--- src/rtl/ysyx_22050710_ifu_pkg.sv ---
// Shared definitions for the instruction fetch unit: FSM states, fault causes,
// the NOP encoding and the default reset PC.
package ysyx_22050710_ifu_pkg;

    typedef enum logic [2:0] {
        ST_IDLE   = 3'd0,
        ST_AR     = 3'd1,
        ST_R      = 3'd2,
        ST_OUT    = 3'd3,
        ST_WAITPC = 3'd4
    } ifu_state_t;

    localparam logic [1:0]  CAUSE_NONE       = 2'b00;
    localparam logic [1:0]  CAUSE_MISALIGN   = 2'b01;
    localparam logic [1:0]  CAUSE_ACCESS     = 2'b10;
    localparam logic [31:0] INST_NOP         = 32'h0000_0013;
    localparam logic [63:0] DEFAULT_RESET_PC = 64'h8000_0000;

    // Pick the 32-bit half of an 8-byte beat addressed by pc[2].
    function automatic logic [31:0] pick_word(input logic [63:0] beat, input logic upper);
        return upper ? beat[63:32] : beat[31:0];
    endfunction

endpackage

--- src/rtl/ysyx_22050710_ifu_if.sv ---
// Fetch-side bus of the IFU: memory read address/data channels plus the
// decode and execute handshakes. Every valid/ready pair transfers on a rising
// clock edge where both are high; a valid, once raised, holds with stable
// payload until the matching ready is seen.
interface ysyx_22050710_ifu_if;

    logic [63:0] o_araddr;
    logic        o_arvalid;
    logic        i_arready;
    logic [63:0] i_rdata;
    logic [1:0]  i_rresp;
    logic        i_rvalid;
    logic        o_rready;
    logic [63:0] o_pc;
    logic [31:0] o_inst;
    logic        o_valid;
    logic        i_ready;
    logic [63:0] i_nextpc;
    logic        i_nextpc_valid;
    logic        o_fault;
    logic [1:0]  o_fault_cause;

    modport master (
        output o_araddr, o_arvalid, o_rready, o_pc, o_inst, o_valid, o_fault, o_fault_cause,
        input  i_arready, i_rdata, i_rresp, i_rvalid, i_ready, i_nextpc, i_nextpc_valid
    );

    modport slave (
        input  o_araddr, o_arvalid, o_rready, o_pc, o_inst, o_valid, o_fault, o_fault_cause,
        output i_arready, i_rdata, i_rresp, i_rvalid, i_ready, i_nextpc, i_nextpc_valid
    );

endinterface

--- src/rtl/ysyx_22050710_ifu.sv ---
// Single-outstanding instruction fetch unit: issues one aligned 8-byte read per
// PC, presents the selected 32-bit word to decode, then waits for the next PC.
module ysyx_22050710_ifu
    import ysyx_22050710_ifu_pkg::*;
#(
    parameter logic [63:0] RESET_PC = DEFAULT_RESET_PC
) (
    input  logic                 i_clk,
    input  logic                 i_rst,
    ysyx_22050710_ifu_if.master  bus,
    output ifu_state_t           dbg_state
);

    ifu_state_t  state, state_next;
    logic [63:0] pc, pc_next;
    logic [31:0] inst, inst_next;
    logic        fault, fault_next;
    logic [1:0]  cause, cause_next;
    logic        arvalid, rready, valid;

    always_ff @(posedge i_clk) begin
        if (i_rst) begin
            state <= ST_IDLE;
            pc    <= RESET_PC;
            inst  <= '0;
            fault <= 1'b0;
            cause <= CAUSE_NONE;
        end else begin
            state <= state_next;
            pc    <= pc_next;
            inst  <= inst_next;
            fault <= fault_next;
            cause <= cause_next;
        end
    end

    always_comb begin
        state_next = state;
        pc_next    = pc;
        inst_next  = inst;
        fault_next = fault;
        cause_next = cause;
        arvalid    = 1'b0;
        rready     = 1'b0;
        valid      = 1'b0;
        case (state)
            ST_IDLE: state_next = ST_AR;
            ST_AR: begin
                // A misaligned PC never reaches memory; it is reported as a fault.
                if (pc[1:0] != 2'b00) begin
                    inst_next  = INST_NOP;
                    fault_next = 1'b1;
                    cause_next = CAUSE_MISALIGN;
                    state_next = ST_OUT;
                end else begin
                    arvalid = 1'b1;
                    if (bus.i_arready) state_next = ST_R;
                end
            end
            ST_R: begin
                rready = 1'b1;
                if (bus.i_rvalid) begin
                    if (bus.i_rresp != 2'b00) begin
                        inst_next  = INST_NOP;
                        fault_next = 1'b1;
                        cause_next = CAUSE_ACCESS;
                    end else begin
                        inst_next = pick_word(bus.i_rdata, pc[2]);
                    end
                    state_next = ST_OUT;
                end
            end
            ST_OUT: begin
                valid = 1'b1;
                if (bus.i_ready) state_next = ST_WAITPC;
            end
            ST_WAITPC: begin
                if (bus.i_nextpc_valid) begin
                    pc_next    = bus.i_nextpc;
                    fault_next = 1'b0;
                    cause_next = CAUSE_NONE;
                    state_next = ST_AR;
                end
            end
            default: state_next = ST_IDLE;
        endcase
    end

    assign bus.o_araddr      = {pc[63:3], 3'b000};
    assign bus.o_arvalid     = arvalid;
    assign bus.o_rready      = rready;
    assign bus.o_pc          = pc;
    assign bus.o_inst        = inst;
    assign bus.o_valid       = valid;
    assign bus.o_fault       = fault;
    assign bus.o_fault_cause = cause;
    assign dbg_state         = state;

endmodule
--- src/flat_wrapper.sv ---
// flat-port wrapper written by rule: the top's interface ports become plain ports
module ysyx_22050710_ifu_flat import ysyx_22050710_ifu_pkg::*;
#(
    parameter logic [63:0] RESET_PC = DEFAULT_RESET_PC
)
  (i_clk, i_rst, dbg_state, bus_o_araddr, bus_o_arvalid, bus_o_rready, bus_o_pc, bus_o_inst, bus_o_valid, bus_o_fault, bus_o_fault_cause, bus_i_arready, bus_i_rdata, bus_i_rresp, bus_i_rvalid, bus_i_ready, bus_i_nextpc, bus_i_nextpc_valid);
  ysyx_22050710_ifu_if bus_i ();
  input  logic i_clk;
  input  logic i_rst;
  output ifu_state_t dbg_state;
  output wire logic [$bits(bus_i.o_araddr)-1:0] bus_o_araddr;
  output wire logic [$bits(bus_i.o_arvalid)-1:0] bus_o_arvalid;
  output wire logic [$bits(bus_i.o_rready)-1:0] bus_o_rready;
  output wire logic [$bits(bus_i.o_pc)-1:0] bus_o_pc;
  output wire logic [$bits(bus_i.o_inst)-1:0] bus_o_inst;
  output wire logic [$bits(bus_i.o_valid)-1:0] bus_o_valid;
  output wire logic [$bits(bus_i.o_fault)-1:0] bus_o_fault;
  output wire logic [$bits(bus_i.o_fault_cause)-1:0] bus_o_fault_cause;
  input wire logic [$bits(bus_i.i_arready)-1:0] bus_i_arready;
  input wire logic [$bits(bus_i.i_rdata)-1:0] bus_i_rdata;
  input wire logic [$bits(bus_i.i_rresp)-1:0] bus_i_rresp;
  input wire logic [$bits(bus_i.i_rvalid)-1:0] bus_i_rvalid;
  input wire logic [$bits(bus_i.i_ready)-1:0] bus_i_ready;
  input wire logic [$bits(bus_i.i_nextpc)-1:0] bus_i_nextpc;
  input wire logic [$bits(bus_i.i_nextpc_valid)-1:0] bus_i_nextpc_valid;
  assign bus_o_araddr = bus_i.o_araddr;
  assign bus_o_arvalid = bus_i.o_arvalid;
  assign bus_o_rready = bus_i.o_rready;
  assign bus_o_pc = bus_i.o_pc;
  assign bus_o_inst = bus_i.o_inst;
  assign bus_o_valid = bus_i.o_valid;
  assign bus_o_fault = bus_i.o_fault;
  assign bus_o_fault_cause = bus_i.o_fault_cause;
  assign bus_i.i_arready = bus_i_arready;
  assign bus_i.i_rdata = bus_i_rdata;
  assign bus_i.i_rresp = bus_i_rresp;
  assign bus_i.i_rvalid = bus_i_rvalid;
  assign bus_i.i_ready = bus_i_ready;
  assign bus_i.i_nextpc = bus_i_nextpc;
  assign bus_i.i_nextpc_valid = bus_i_nextpc_valid;
  ysyx_22050710_ifu #(.RESET_PC(RESET_PC)) u_core (.i_clk(i_clk), .i_rst(i_rst), .bus(bus_i), .dbg_state(dbg_state));
endmodule
--- config.mk ---
export PLATFORM = sky130hd
export DESIGN_NAME = ysyx_22050710_ifu_flat
export DESIGN_NICKNAME = d
export VERILOG_FILES = /design/src/rtl/ysyx_22050710_ifu_pkg.sv /design/src/rtl/ysyx_22050710_ifu_if.sv /design/src/rtl/ysyx_22050710_ifu.sv /design/src/flat_wrapper.sv
export SDC_FILE = /design/constraint.sdc
export NUM_CORES = 1
export LEC_CHECK = 0
export ABC_AREA = 1
export BUFFER_PORTS_ARGS = -buffer_cell sky130_fd_sc_hd__buf_2
export CORE_UTILIZATION = 35
export DETAILED_ROUTE_END_ITERATION = 8
export PLACE_DENSITY = 0.76
export SKIP_LAST_GASP = 1
export SYNTH_ARGS = -nofsm -noshare
export SYNTH_HDL_FRONTEND = slang
export SYNTH_SLANG_ARGS = --single-unit
--- constraint.sdc ---
create_clock -name i_clk -period 1.96 [get_ports i_clk]
set_clock_uncertainty 0.2 [all_clocks]
set_input_delay 0.098 -clock i_clk [delete_from_list [all_inputs] [get_ports i_clk]]
set_output_delay 0.098 -clock i_clk [all_outputs]
set_load 0.02 [all_outputs]
# After elaboration in Yosys (flattened, before gate mapping)
# Index checks and enable logic that the tools add are counted.
[word_totals]
mem_bits_rw = 0
regBits = 102
romBits = 0
latchBits = 0
wordCells = 49
n_memories = 0
out_inout_bits = 169
[classes]
bitwise = 0
magnitude_cmp = 0
n_eq_ne = 10
div = 0
n_shift = 0
n_addsub = 0
mux = 25
n_reduce_logical = 9
n_mul = 0
[ops]
columns = ["cell", "count"]
rows = [
  ["32-bit 2-to-1 mux", 4],
  ["32-bit one-hot mux with 2 select lines", 1],
  ["3-bit 2-to-1 mux", 5],
  ["3-bit one-hot mux with 5 select lines", 1],
  ["1-bit 2-to-1 mux", 8],
  ["2-bit 2-to-1 mux", 4],
  ["3-bit by 2-bit == test with 1-bit output (second input constant)", 2],
  ["2-bit inequality test (second input constant)", 3],
  ["2-bit one-hot mux with 3 select lines", 1],
  ["2-bit nonzero test", 3],
  ["5-bit AND reduction", 1],
  ["2-bit by 1-bit inequality test with 1-bit output (second input constant)", 2],
  ["4-bit AND reduction", 1],
  ["3-bit by 1-bit == test with 1-bit output (second input constant)", 1],
  ["3-bit == test (second input constant)", 1],
  ["3-bit zero test", 1],
  ["3-bit by 2-bit inequality test with 1-bit output (second input constant)", 1],
  ["1-bit one-hot mux with 3 select lines", 1],
  ["3-bit AND reduction", 1],
  ["3-bit nonzero test", 1],
  ["2-bit AND reduction", 1],
]

# Longest topological paths before layout
# Gate-level depths: netlist of run 1.
[logic_depth]
word_depth = 4
depth_mapped = 10

# Least setup slack after synthesis of run 1
# OpenSTA, ideal clock, no wires.
[synth_timing]
kind = "flip-flop to flip-flop"
from = "register u_core.state[0] (netlist: u_core.dbg_state[0])"
to = "register u_core.state[2] (netlist: u_core.dbg_state[2])"
path_stages_with_launch = 8
t_arrival_ns = 1.438
synth_period_minus_slack_ns = 1.752
setup_slack_ns = 0.208
n_path_buf = 0
cell_sequence = "dfxtp_1 nand3_2 nor2_1 nand2_1 nand2_1 nor2_1 nor2_1 nor2_1"
[synth_between]
elab_chain_len = 3
elab_cells_between_ends = 11
[synth_lines]
columns = ["item", "line", "rtl"]
rows = [
  ["start: declaration", "ysyx_22050710_ifu.sv:14", "ifu_state_t state, state_next;"],
  ["start signal: assignment", "ysyx_22050710_ifu.sv:29", "state <= state_next;"],
  ["3-bit by 1-bit == test with 1-bit output, or another cell as far along", "ysyx_22050710_ifu.sv:46", "case (state)"],
  ["3-bit by 2-bit inequality test with 1-bit output (no line) or 2-bit inequality test (tied branches)", "-", ""],
  ["4-bit AND reduction (no line)", "-", ""],
]
# Several ways; a longest one is shown, not always the timed one.
# A chain may end at the register's enable or synchronous reset.

# Final worst setup path of run 1
[layout_timing]
from = "register u_core.pc[2] (netlist: u_core.bus.o_pc[2])"
to = "register u_core.inst[13] (netlist: u_core.bus.o_inst[13])"
[layout_between]
elab_chain_len = 4
[layout_lines]
columns = ["item", "line", "rtl"]
rows = [
  ["start: declaration", "ysyx_22050710_ifu.sv:15", "logic [63:0] pc, pc_next;"],
  ["start signal: assignment", "ysyx_22050710_ifu.sv:30", "pc <= pc_next;"],
  ["32-bit 2-to-1 mux", "ysyx_22050710_ifu_pkg.sv:21", "return upper ? beat[63:32] : beat[31:0];"],
  ["32-bit 2-to-1 mux", "ysyx_22050710_ifu.sv:63", "if (bus.i_rresp != 2'b00) begin"],
  ["32-bit 2-to-1 mux", "ysyx_22050710_ifu.sv:62", "if (bus.i_rvalid) begin"],
  ["32-bit one-hot mux with 2 select lines", "ysyx_22050710_ifu.sv:46", ""],
  ["end signal: assignment", "ysyx_22050710_ifu.sv:31", "inst <= inst_next;"],
  ["end: declaration", "ysyx_22050710_ifu.sv:16", "logic [31:0] inst, inst_next;"],
]
# Every way passes these cells. The select of a mux whose other input is x is not followed.

==> metrics.txt, run 1 <==
post-synthesis compound-gate area fraction=0.107; Synth area leader=dfxtp_1; remaining global-route overflow=0; Worst-Skew Late Latency=0.34 ns; PwrDens=887 nW/um2; Worst Path Required=slightly above 2 ns; Synth Area in XOR/XNOR=0; global-route wire length before repair=25.4 mm; Routed WL=16.1 mm; Post-Synthesis Mean Instance Area=7.20 um2; Reg clk slew, reported paths=0.07 ns; CP Launch Type=register; worst setup margin=0.0853 ns; Syn Inst Count=661; layout cells sized above 1=0.339; DIE AREA=14100 um2; Warnings, synthesis=0; max-slew violation count=0; fin util=0.573; Nets=roughly 1200; Final HPWL DP=9.62 mm; Post-Synth Adder-Cell Area=0; Setup-failing EPs final=0; Vias=~5600; synth cell count leaders=nand2_1, dfxtp_1, a21oi_1; clock sink count=102; number of synthesized flops with an enable pin=0; core area=roughly 13000 um2; Fmax=0.533 GHz; critical path arrival=1.94 ns; row count=42; top cells by area, synth=dfxtp_1, nand2_1, buf_4; Fin. Hold Viols=0; IO Count=305; critical path class=register to register; Num CTS Buffers=9; top cell type's share of synthesized area=0.429; Die Width=119 um; FF+latch area=2040 um2; outcome=complete, but fails checks; Root Driver=clkbuf_16; most common cell in the netlist=nand2_1; DRT antenna net count=0; worst-path maximum fanout=15; multi-input combinational cell area=~1900 um2; Post-Synth Simple-Gate Area=0.291; number of global-route vias before repair=5285; Mapped Area=4760 um2; via/cell ratio=~4.7; gpl congestion=0.789; largest family of logic cells by synthesized area=simple AND/OR/NAND/NOR gates; worst min path class=primary input to register; die height=between 100 and 150 um; largest net degree at the start of global routing=67; Tmin final=1.87 ns; GRT Resource Usage Total=0.222; synth-to-layout area growth=59.5%; Max VDD drop=546 uV; 1st-iter DRT viols=370; DRT Pass-1 Iters=7; Cell variety after synth=22; register area share after synthesis=0.429; mux share of post-synthesis cell area=0; drt drc=1; # fillers=1126; diode count=0; initial antenna violation count=0; #FFs+latches synth=slightly above 100; max-cap violations=0; H-tree lvl count=3; Lkg Pwr=3.79 nW; period utilization=0.956; Async SR Flop Fraction=0; pre-CTS WS=0.142 ns; CTS max path bufs=2; failing checks=design-rule violations; CTS tree=built; Port Buf Inserts=301; Initial Util=0.360; wire per inst=13.4 um; predominant post-synthesis flop cell=dfxtp_1; CP Capture Type=register; RSZ-0062 raised after global routing=yes
## cells in the final DEF (no fill, tap or decap)
master         instances
nor2_4                 1
nand3_1               11
dlygate4sd3_1        131
buf_6                  1
inv_1                 15
conb_1                 3
clkinv_2               3
dfxtp_1              102
nand2_2                1
clkbuf_16             10
nor2_1                13
inv_6                  1
o21ai_4                1
a21oi_1               98
o21ai_0                1
buf_4                 11
clkbuf_8               1
buf_2                300
buf_12                 5
nand3_2                2
nand2_1              269
nor2_2                 2
nand2_4                1
nand4_1               31
inv_2                  3
nand3_4                1
bufinv_16              2
## final cells by class
type / count / area share
Timing Repair Buffer: 449 / 0.399
Sequential cell: 102 / 0.269
Multi-Input combinational cell: 435 / 0.251
Clock buffer: 10 / 0.0315
Tap cell: 176 / 0.0290
Clock inverter: 6 / 0.0110
Inverter: 18 / 0.00890
## stage by stage
stage / std cells / hold WS (ns) / TNS, ns / total power [mW] / cell area [um2]
6_report: 1196 / 0.0923 / 0 / 6.74 / 7590
5_1_grt: 1196 / 0.118 / -0.00602 / 7.13 / 7590
4_1_cts: 1193 / 0.0684 / 0 / 6.69 / 7540
3_5_place_dp: 1046 / 0.128 / 0 / 4.46 / 5900
3_3_place_gp: 1046 / 0.109 / 0 / 4.44 / 5900
2_1_floorplan: 663 / 0.0112 / 0 / 3.99 / 4770
## path summary, 6_finish.rpt
kind / endpoint / slack [ns] / depth (start not counted) / from
worst max register to register: u_core.bus.o_inst[13] / 0.09 / 6 / u_core.bus.o_pc[2]
worst min-delay path: u_core.bus.o_inst[0] / 0.09 / 5 / bus_i_rvalid
worst max-delay path: u_core.bus.o_inst[13] / 0.09 / 6 / u_core.bus.o_pc[2]
worst min register to register: u_core.bus.o_fault / 0.25 / 2 / u_core.bus.o_fault
## flip-flops by register name, indices dropped and copies added, names as in the netlist
name	cells
u_core.dbg_state	3
u_core.bus.o_pc	64
u_core.bus.o_fault	1
u_core.bus.o_inst	32
u_core.bus.o_fault_cause	2
## timing repair
action / in CTS / in global routing
gates resized for setup: 0 / 5
endpoints found under the hold margin: 98 / 0
buffers inserted: 0 / 2
setup endpoints to repair: 0 / 31
hold buffers: 131 / 0
## report_power, final
group | total (mW) | switching [mW] | internal, mW | leakage [nW]
clock network | 1.93 | 0.778 | 1.15 | 0.163
logic | 2.41 | 1.46 | 0.953 | 2.80
registers | 2.40 | 0.146 | 2.25 | 0.824
total | 6.74 | 2.38 | 4.35 | 3.79
## routing by layer
layer	up-vias	global-route usage	routed length, um
met5	-	0	0
met4	0	0.0894	439
met3	47	0.0627	1150
met2	297	0.402	8380
met1	2502	0.242	6110
li1	2759	-	-
## cells by family after synthesis
family	after synthesis
AND/OR/NAND/NOR	332
buffers and inverters	126
AO/OA/AOI/OAI	100
flip-flops	102
other	1
## critical path: stages (launching register included)
cell	delay, ns
dfxtp_1	0.39
buf_4	0.23
nand2_1	0.07
nand2_1	0.07
dlygate4sd3_1	0.55
nand4_1	0.12
a21oi_1	0.18
Power figures use the tool's default switching activity.
==> run 2: changes to the inputs <==
--- a/config.mk
+++ b/config.mk
@@ -5,7 +5,6 @@
 export SDC_FILE = /design/constraint.sdc
 export NUM_CORES = 1
 export LEC_CHECK = 0
-export ABC_AREA = 1
 export BUFFER_PORTS_ARGS = -buffer_cell sky130_fd_sc_hd__buf_2
 export CORE_UTILIZATION = 35
 export DETAILED_ROUTE_END_ITERATION = 8
==> run 2 against run 1 <==
  * Sequential share of layout area is 0.32 points higher
  * Critical path depth is 2 lower
  * Wire length is 4.0% higher
  * Via count is 4.9% lower
  * Final area is 0.71% lower
  * Clock power is 8% higher
  * Critical endpoint is now u_core.bus.o_inst[4]
  * The flow finishes with violations (negative hold slack)
  * Final cell count is 8.9% lower
  * Combinational power is 76% lower
  * Sequential cell count stayed put
  * Register-to-register slack worse by 0.06 ns
==> metrics.txt, run 2 <==
critical-path cell with the highest stage delay=dlygate4sd3_1; layout cells sized above 1=0.386; Placed Area=5960 um2; largest net degree at the start of global routing=62; top cell type's share of synthesized area=0.435; crit-path cells=buf_12 > mux2i_1 > dlygate4sd3_1 > a221oi_1; worst-path maximum fanout=34; core area=12800 um2; period utilization=0.986; Warnings, synthesis=0; remaining global-route overflow=0; Slew headroom=0.640; Mapped Area=4690 um2; critical path arrival=1.93 ns; Tmin final=1.93 ns; Async SR Flop Fraction=0; pre-CTS WS=0.0339 ns; max-slew violation count=0; worst-margin pin slew=0.540 ns; most common cell after layout, fill and taps aside=buf_2; drt drc=0; synth-to-layout area growth=60.8%; most common cell in the netlist=nand2_1; metal3 WL=1.50 mm; H-tree lvl count=3; Fmax=0.517 GHz; Cell variety after synth=31; top routing layer in use=met4; DRT antenna net count=0; PwrDens=633 nW/um2; CTS tree=built; IO Count=305; Port Buf Inserts=301; synth cell count leaders=nand2_1, dfxtp_1, a21oi_1; max-cap violations=0; post-route cell area=7540 um2; wire per inst=roughly 15 um; DRT Pass-1 Iters=4; Fin. Hold Viols=1; GRT Resource Usage Total=0.235; number of global-route vias before repair=between 5000 and 6000; gpl congestion=0.890; worst min path class=primary input to register; DIE AREA=13900 um2; Reg clk slew, reported paths=0.07 ns; Nets=1049; #FFs+latches synth=102; CTS max path bufs=2; CP Capture Type=register; initial antenna violation count=0; global-route wire length before repair=about 26 mm; commonest cells after routing, fill and taps aside=buf_2, nand2_1, dlygate4sd3_1; Post-Synthesis Mean Instance Area=slightly above 8 um2; fin util=0.588; Syn Inst Count=roughly 570; Vias=between 5000 and 6000; via/cell ratio=approximately 4.9; predominant post-synthesis flop cell=dfxtp_1; Max VDD drop=344 uV; Num CTS Buffers=9; diode count=0; Final HPWL DP=~10 mm; met2 routed WL=8.44 mm; outcome=complete, but fails checks; row count=41; Routed WL=16.7 mm; clock sink count=between 100 and 150; Root Driver=clkbuf_16; CP Launch Type=register; Worst-Skew Late Latency=about 0.34 ns; 1st-iter DRT viols=384; critical path class=register to register; Synth area leader=dfxtp_1; register area share after synthesis=0.435; die height=118 um; top cells by area, synth=dfxtp_1, buf_4, nand2_1; number of synthesized flops with an enable pin=0; WL met1=a little over 6 mm; Lkg Pwr=3.42 nW; total power=around 4.8 mW; Setup-failing EPs final=0; Critical Path Max Stage Delay=roughly 0.62 ns; Die Width=between 100 and 150 um; worst setup margin=approximately 0.027 ns; max reg flops=64; Initial Util=0.366; Final Hold Slack=-0.0110 ns; failing checks=negative hold slack; Worst Path Required=1.96 ns
==> run 2: cell types whose count changed after synthesis, sizes merged, moves of 5 or more <==
cell,delta
clkbuf,+9
inv,-14
nand3,-12
nor3,+5
nand4,-31
nand2,-139
buf,-7
nor2,-9
or4,+30
o21ai,+27
mux2i,+32
==> run 2: final cells by class <==
type                    count  area (um2)
flip-flops and latches    102        2050
inverters                   4        15.0
fillers                  1066        5290
clock buffers              10         239
clock inverters             6         116
multi-input cells         358        1970
repair buffers            438        2930
well taps                 172         215
==> run 2: power breakdown <==
part	leakage (nW)	internal [mW]	switching (mW)
Sequential	0.824	2.09	0.0186
Combinational	2.42	0.336	0.243
Clock	0.174	1.29	0.796
Total	3.42	3.72	1.06
==> run 2: metal layers <==
metal  track usage  up-vias
met5             0        -
met4         0.126        0
met3        0.0625       42
met2         0.421      315
met1         0.249     2420
li1              -     2552
==> run 2: path summary, 6_finish.rpt <==
check / endpoint / from / cells after the start / slack (ns)
max reg2reg: u_core.bus.o_inst[4] / u_core.bus.o_pc[2] / 4 / 0.03
min reg2reg: u_core.bus.o_pc[32] / u_core.bus.o_pc[32] / 2 / 0.27
min: u_core.bus.o_inst[22] / bus_i_rdata[22] / 4 / -0.01
max: u_core.bus.o_inst[4] / u_core.bus.o_pc[2] / 4 / 0.03
==> run 2: cell families (layout without fill, tap and decap cells) <==
group                  count (synthesis)  count (layout)  share of synthesized area
and+or+nand+nor                      189             189                      0.188
muxes                                 32              32                     0.0683
DFF                                  102             102                      0.435
AOI/OAI and AO/OA                    134             134                      0.153
buffers and inverters                114             458                      0.155
other                                  1               3                   0.000800
==> run 2: worst max-delay path: cells and delay by family, from the launching register on <==
family / cells / cell delay [ns]
compound gates: 1 / 0.08
buf+inv: 2 / 0.85
mux: 1 / 0.29
flops: 1 / 0.34
==> run 2: what timing repair did <==
item,CTS,global route
resized for setup,0,10
hold buffers,118,0
setup endpoints to repair,0,51
hold endpoints to repair,95,0
setup buffers,0,1
==> run 2: stage by stage <==
| step | TNS (ns) | hold slack, ns | instances |
|---|---|---|---|
| 6_report | 0 | -0.0110 | 1090 |
| 3_3_place_gp | 0 | 0.110 | 955 |
| 4_1_cts | 0 | 0.00148 | 1089 |
| 3_5_place_dp | 0 | 0.121 | 955 |
| 5_1_grt | -0.0318 | 0.00860 | 1090 |
| 2_1_floorplan | 0 | 0.0223 | 574 |
